==> config.mk <==
export PLATFORM = sky130hd
export DESIGN_NAME = load_store_queue
export DESIGN_NICKNAME = d
export VERILOG_FILES = /design/src/rtl/load_store_queue.sv
export SDC_FILE = /design/constraint.sdc
export NUM_CORES = 1
export LEC_CHECK = 0
export ABC_AREA = 0
export CAP_MARGIN = 30
export CORE_MARGIN = 4
export CORE_UTILIZATION = 60
export CTS_CLUSTER_SIZE = 8
export DETAILED_ROUTE_END_ITERATION = 10
export GPL_TIMING_DRIVEN = 0
export PLACE_DENSITY = 0.9
export SLEW_MARGIN = 20
export SYNTH_ARGS = -nofsm -noshare
export SYNTH_HDL_FRONTEND = slang
export SYNTH_SLANG_ARGS = --single-unit
==> constraint.sdc <==
create_clock -name clk -period 11.9 [get_ports clk]
set_input_delay 2.38 -clock clk [delete_from_list [all_inputs] [get_ports clk]]
set_output_delay 2.38 -clock clk [all_outputs]
set_load 0.01 [all_outputs]
==> src/rtl/load_store_queue.sv <==
// In-order load/store buffer acting as functional-unit slot 3 of the Tomasulo core.
// Issued lw/sw entries wait here until their base and store-data operands arrive
// over the CDB. The head entry then performs one memory access. A load then
// requests the CDB to broadcast its result.
module load_store_queue #(
  parameter int                  DEPTH      = 4,
  parameter int                  DATA_W     = 32,
  parameter int                  LABEL_W    = 4,
  parameter logic [LABEL_W-1:0]  LABEL_BASE = 4'd12
) (
  input  logic               clk,
  input  logic               nRST,
  input  logic               WEN,
  input  logic               isStore,
  input  logic [DATA_W-1:0]  Vj,
  input  logic [LABEL_W-1:0] Qj,
  input  logic [DATA_W-1:0]  Vk,
  input  logic [LABEL_W-1:0] Qk,
  input  logic [15:0]        offset,
  output logic               isFull,
  output logic [LABEL_W-1:0] labelOut,
  input  logic               BCEN,
  input  logic [LABEL_W-1:0] BClabel,
  input  logic [DATA_W-1:0]  BCdata,
  output logic               require,
  input  logic               requireAC,
  output logic [DATA_W-1:0]  result,
  output logic [LABEL_W-1:0] resultLabel,
  output logic               mem_req,
  output logic               mem_we,
  output logic [DATA_W-1:0]  mem_addr,
  output logic [DATA_W-1:0]  mem_wdata,
  input  logic               mem_ack,
  input  logic [DATA_W-1:0]  mem_rdata
);

  localparam int IDX_W = $clog2(DEPTH);
  localparam int CNT_W = $clog2(DEPTH + 1);

  localparam logic [1:0] IDLE   = 2'd0;
  localparam logic [1:0] ACCESS = 2'd1;
  localparam logic [1:0] BCAST  = 2'd2;

  // Byte address = base + sign-extended immd16, wrapping modulo 2^DATA_W.
  function automatic logic [DATA_W-1:0] eff_addr(input logic [DATA_W-1:0] base,
                                                 input logic [15:0]       off);
    logic signed [DATA_W-1:0] off_ext;
    off_ext = DATA_W'($signed(off));
    return base + off_ext;
  endfunction

  logic [DEPTH-1:0]   e_valid;
  logic [DEPTH-1:0]   e_store;
  logic [DATA_W-1:0]  e_vj  [DEPTH];
  logic [LABEL_W-1:0] e_qj  [DEPTH];
  logic [DATA_W-1:0]  e_vk  [DEPTH];
  logic [LABEL_W-1:0] e_qk  [DEPTH];
  logic [15:0]        e_off [DEPTH];

  logic [IDX_W-1:0] head;
  logic [IDX_W-1:0] tail;
  logic [CNT_W-1:0] count;
  logic [1:0]       state;

  logic head_ready;
  logic launch;
  logic enq;
  logic deq;

  assign isFull   = (count == CNT_W'(DEPTH));
  assign labelOut = LABEL_BASE + LABEL_W'(tail);
  assign require  = (state == BCAST);

  // Stores additionally need their data operand before they may start.
  assign head_ready = e_valid[head] && (e_qj[head] == '0) &&
                      (!e_store[head] || (e_qk[head] == '0));
  assign launch = (state == IDLE) && head_ready;
  assign enq    = WEN && !isFull;
  assign deq    = ((state == ACCESS) && mem_ack && mem_we) ||
                  ((state == BCAST) && requireAC);

  // Queue storage: CDB snoop, tail enqueue with same-cycle bypass, head dequeue.
  always_ff @(posedge clk) begin
    if (!nRST) begin
      e_valid <= '0;
      head    <= '0;
      tail    <= '0;
      count   <= '0;
    end else begin
      for (int i = 0; i < DEPTH; i++) begin
        if (e_valid[i] && BCEN) begin
          if ((e_qj[i] != '0) && (BClabel == e_qj[i])) begin
            e_vj[i] <= BCdata;
            e_qj[i] <= '0;
          end
          if ((e_qk[i] != '0) && (BClabel == e_qk[i])) begin
            e_vk[i] <= BCdata;
            e_qk[i] <= '0;
          end
        end
      end
      if (enq) begin
        e_valid[tail] <= 1'b1;
        e_store[tail] <= isStore;
        e_off[tail]   <= offset;
        if (BCEN && (Qj != '0) && (BClabel == Qj)) begin
          e_vj[tail] <= BCdata;
          e_qj[tail] <= '0;
        end else begin
          e_vj[tail] <= Vj;
          e_qj[tail] <= Qj;
        end
        if (BCEN && (Qk != '0) && (BClabel == Qk)) begin
          e_vk[tail] <= BCdata;
          e_qk[tail] <= '0;
        end else begin
          e_vk[tail] <= Vk;
          e_qk[tail] <= Qk;
        end
        tail <= tail + IDX_W'(1);
      end
      if (deq) begin
        e_valid[head] <= 1'b0;
        head          <= head + IDX_W'(1);
      end
      count <= count + CNT_W'(enq) - CNT_W'(deq);
    end
  end

  // Head-of-queue access FSM: IDLE -> ACCESS -> (BCAST for loads) -> IDLE.
  always_ff @(posedge clk) begin
    if (!nRST) begin
      state       <= IDLE;
      mem_req     <= 1'b0;
      mem_we      <= 1'b0;
      result      <= '0;
      resultLabel <= '0;
    end else begin
      case (state)
        IDLE: begin
          if (launch) begin
            state   <= ACCESS;
            mem_req <= 1'b1;
            mem_we  <= e_store[head];
          end
        end
        ACCESS: begin
          if (mem_ack) begin
            mem_req <= 1'b0;
            if (mem_we) begin
              state <= IDLE;
            end else begin
              result      <= mem_rdata;
              resultLabel <= LABEL_BASE + LABEL_W'(head);
              state       <= BCAST;
            end
          end
        end
        BCAST: begin
          if (requireAC) state <= IDLE;
        end
        default: state <= IDLE;
      endcase
    end
  end

  // Access address/data are captured at launch and held for the whole access.
  always_ff @(posedge clk) begin
    if (launch) begin
      mem_addr  <= eff_addr(e_vj[head], e_off[head]);
      mem_wdata <= e_vk[head];
    end
  end

endmodule

# Word-level counts from Yosys, hierarchy flattened
# Memory sizes are Yosys's and may differ from the RTL's. A register that Yosys moved wholly into a read port is not among the register bits.
# Index checks and enable logic that the tools add are counted.
[op_classes] add_sub_neg=7 magnitude_cmp=4 eq_ne=16 mux=83 n_bitwise=8 reduce_logical=48
[ops] operator="32-bit 2-to-1 mux" n=2
[ops] operator="1-bit 2-to-1 mux" n=57
[ops] operator="4-bit == test" n=10
[ops] operator="4-bit nonzero test" n=10
[ops] operator="32-bit adder" n=1
[ops] operator="1-bit logical AND" n=25
[ops] operator="2-bit 2-to-1 mux" n=12
[ops] operator="4-bit 2-to-1 mux" n=5
[ops] operator="3-bit AND reduction" n=3
[ops] operator="3-bit by 3-bit adder with 4-bit output, first input constant" n=2
[ops] operator="4-bit zero test" n=2
[ops] operator="2-bit by 3-bit < comparator with 1-bit output, second input constant" n=2
[ops] operator="2-bit case mux with 3 select lines" n=1
[ops] operator="2-bit by 1-bit adder with 2-bit output, second input constant" n=2
[ops] operator="4-bit bitwise AND" n=1
[ops] operator="1-bit binary-select mux with 2-bit select" n=2
[ops] operator="4-bit bitwise mux" n=1
[ops] operator="1-bit demux with 2-bit select" n=2
[ops] operator="2-bit by 1-bit >= comparator with 1-bit output, second input constant" n=2
[ops] operator="2-bit != test, second input constant" n=2
[ops] operator="4-bit inverter" n=1
[ops] operator="1-bit OR" n=4
[ops] operator="4-bit OR" n=1
[ops] operator="2-bit AND reduction" n=2
[ops] operator="12 further kinds" n=14
[word_totals] regBits=87 ram_bits=352 input_bits=163 n_memories=5
[memory_table] memory="e_vj" depth=4 word_bits=32 rd=1 rd_clocked_by_memory_dff=1 write_ports=5 line="54" rtl="logic [DATA_W-1:0] e_vj [DEPTH];"
[memory_table] memory="e_vk" depth=4 word_bits=32 rd=1 rd_clocked_by_memory_dff=1 write_ports=5 line="56" rtl="logic [DATA_W-1:0] e_vk [DEPTH];"
[memory_table] memory="e_off" depth=4 word_bits=16 rd=1 rd_clocked_by_memory_dff=1 write_ports=1 line="58" rtl="logic [15:0] e_off [DEPTH];"
[memory_table] memory="e_qj" depth=4 word_bits=4 rd=5 rd_clocked_by_memory_dff=1 write_ports=5 line="55" rtl="logic [LABEL_W-1:0] e_qj [DEPTH];"
[memory_table] memory="e_qk" depth=4 word_bits=4 rd=5 rd_clocked_by_memory_dff=1 write_ports=5 line="57" rtl="logic [LABEL_W-1:0] e_qk [DEPTH];"

# Longest topological paths before layout
[logic_depth] word_depth=9 depth_mapped=15 mapped_depth_nobuf=12

# Worst setup path before layout
# Ideal clock, no wire load.
[synth_path] kind="input to register" from="in BClabel[2]" to="mem e_qk[0][0] (enable)" setup_time_ps=529 arrival_ps=6945 required_time_ps=11371 path_slack_ps=4426 path_stages=5 n_path_buf=2 path_cell_list="clkbuf_1 > buf_1 > xnor2_1 > nand3_1 > o41ai_1"
[synth_rtl] element="start: declaration" line="23" rtl="input logic [LABEL_W-1:0] BClabel,"
[synth_rtl] element="end: declaration" line="57"

==> results.sh <==
export IMPL_outcome="finished clean"
export IMPL_slew_viol_final=0
export IMPL_min_path_type="reg2reg"
export IMPL_final_hold_violation_count=0
export IMPL_finalSetupTns_ns=0
export IMPL_p_clk_share_pct=41.5
export IMPL_tritoncts="done"
export IMPL_final_antenna_net_count=0
export IMPL_worstSetupEndpointType="flop"
export IMPL_postCtsHoldBufs=0
export IMPL_synth_area_per_cell_um2=15.5
export IMPL_route_detailed_drc=0
export IMPL_drv_cap=0
export IMPL_fin_crit_sh_pct=44.1
export IMPL_min_period_ns=5.25
export IMPL_yosysTopAreaCell="edfxtp_1"
export IMPL_combPwrFrac_pct=12.9
export IMPL_path_class="in2reg"
export IMPL_placed_cells=2203
export IMPL_p_total_w=0.00424
export IMPL_num_rows=70
export IMPL_min_from="result[11]"
export IMPL_syn_area_mm2=0.0223
export IMPL_synth_area_leaders="edfxtp_1, mux2_1, mux4_2, dfxtp_1, ha_1"
export IMPL_instances_no_fill=2313
export IMPL_worstPathRequired_ns=12.17
export IMPL_areaGrowthSynthToFinish_pct=25.6
export IMPL_coreArea_mm2=0.0366
export IMPL_cts_setup_buffers=0
export IMPL_max_freq_ghz=0.190
export IMPL_antenna_found_initial=11
export IMPL_pre_cts_ws_ns=6.13
export IMPL_grt_pass1_vias=15300
export IMPL_clock_tree_root_cell="clkbuf_16"
export IMPL_critPathLaunchType="input pin"
export IMPL_nets=2011
export IMPL_grt_pass1_wl_um=91200
export IMPL_avgViaCountPerCell=6.33
export IMPL_dp_hpwl_um=41800
export IMPL_cts_buffers=68
export IMPL_p_per_area_mw_per_mm2=152
export IMPL_clock_latency_ns=0.59
export IMPL_cts_buffer_depth=3
export IMPL_drive_gt1_share_pct=13.8
export IMPL_yosys_area_top_type_share_pct=56.6
export IMPL_overflow=0
export IMPL_dr_first_iter_drc_count=1560
export IMPL_die_area_mm2=0.0403
export IMPL_dr_pass1_iters=7
export IMPL_mostFrequentLayoutCell="edfxtp_1"
export IMPL_setup_ws_ns=6.65
export IMPL_wl_um=59900
export IMPL_grt_max_degree=44
export IMPL_async_flop_share_pct=0
export IMPL_fin_skew_ns=0.0291
export IMPL_worstPathArrival_ns=5.52
export IMPL_pwr_share_seq_pct=45.6
export IMPL_ys_warn_count=0
export IMPL_io_buffers=267
export IMPL_leakagePower_nw=9.52
export IMPL_critical_path_max_fanout=10
export IMPL_synth_edf_count=420
export IMPL_ios=271
export IMPL_synthCells=1435
export IMPL_final_cell_mix="edfxtp_1, clkdlybuf4s50_1, mux2_1"
export IMPL_rsz0062_at_grt="false"
export IMPL_die_h_um=201
export IMPL_place_congestion=0.964
export IMPL_cts_sinks=472
export IMPL_cts_resized=0
export IMPL_path_clk_slew_ns=0.05
export IMPL_power_internal_w=0.00323
export IMPL_cts_htree_levels=3
export IMPL_fp_dieW_um=201
export IMPL_num_vias=14600
export IMPL_synthFlopType="edfxtp_1"
export IMPL_start_util_pct=60.8
export IMPL_crit_path_start="BClabel[3]"
export IMPL_ys_seq_elements=472
export IMPL_grt_usage_pct=29.3
export IMPL_switching_share_pct=23.9
export IMPL_ys_seq_area_share_pct=61.3
export IMPL_vdd_drop_max_uv=120
export IMPL_setup_viol=0
export IMPL_relSlewSlack_pct=35.2
export IMPL_tightest_slew_ns=0.972
export IMPL_switchingPower_w=0.00101
export IMPL_wl_per_cell_um=25.9
export IMPL_yosysUniqueCellTypes=64
area by class of cell:
cell class	instances	area, um^2
Antenna cell	9	22.5
Buffer	80	360
Clock buffer	97	1870
Clock inverter	4	50.0
Fill cell	2072	8640
Inverter	22	85.1
Multi-Input combinational cell	862	8250
Sequential cell	472	13700
Tap cell	468	586
Timing Repair Buffer	299	3080
logic make-up after synthesis:
| logic type | share of synthesized area (%) |
|---|---|
| buffers and inverters | 1.99 |
| xor gates and xnor gates | 2.64 |
| DFF | 61.3 |
| and+or+nand+nor | 5.50 |
| muxes | 21.3 |
| AOI/OAI and AO/OA | 4.76 |
| other | 0.0168 |
| adders and majority gates | 2.48 |
worst paths after layout:
| kind | end | slack [ns] | cells past startpoint |
|---|---|---|---|
| worst min-delay path | result[11] | 0.46 | 2 |
| worst max register to register | mem_addr[28] | 6.88 | 14 |
| worst min register to register | result[11] | 0.46 | 2 |
| worst max-delay path | e_vk[2][0] | 6.65 | 9 |
critical path, stage by stage:
cell and delay [ns]:
clkdlybuf4s50_1 0.57, buf_1 0.59, xnor2_1 0.21, nand3_1 0.12
o41ai_2 0.64, buf_4 0.27, buf_2 0.23, buf_2 0.26
buf_2 0.26
routing by layer:
layer / part of all wire [%] / track usage [%] / routed length [um] / vias to the layer above
met3: 9.2 / 6.93 / 5540 / 148
met1: 37 / 36.6 / 22000 / 7320
met5: 0.040 / 0 / 24 / -
li1: - / - / - / 6329
met4: 3.4 / 11.8 / 2060 / 4
met2: 50 / 50.0 / 30200 / 829
synth_stat cells, drive strengths merged (2+ instances only):
library cell	instances
edfxtp	420
mux2	256
nand2	116
mux4	82
dfxtp	52
buf	44
a21oi	42
ha	41
a21boi	37
clkbuf	36
xnor2	34
and3	33
xor2	33
nor2	31
o21ai	26
inv	22
nor3	20
nand3	17
a31oi	8
nand4	8
or4	8
a21o	7
and2	7
a211oi	6
nor2b	6
nand2b	5
o21a	5
o31ai	5
o211ai	4
o41ai	4
fa	2
or2	2
state kept, by name (all words and copies together), names as in the netlist, named ones only:
register / cells
e_vj: 128
e_vk: 128
e_off: 64
mem_addr: 32
mem_wdata: 32
result: 32
e_qj: 16
e_qk: 16
e_store: 4
e_valid: 4
count: 3
resultLabel: 3
head: 2
state: 2
tail: 2
mem_req: 1
mem_we: 1
per-stage QoR:
step                hold WS (ns)  util (%)  instance area (um^2)
global placement           0.449      69.7                 25500
global route               0.479      76.4                 28000
detailed placement         0.457      71.1                 26000
finish                     0.458      76.4                 28000
floorplan                  0.468         -                 22300
CTS                        0.462      76.3                 27900
power by group through the flow:
stage	combinational [W]	sequential [W]	clock (W)
final	0.000546	0.00193	0.00176
after global routing	0.000583	0.00194	0.00185
after CTS	0.000538	0.00193	0.00177
after detailed placement	0.000530	0.00196	0
after global placement	0.000484	0.00197	0
after floorplan	0.000304	0.00196	0
(Power assumes the default switching activity.)
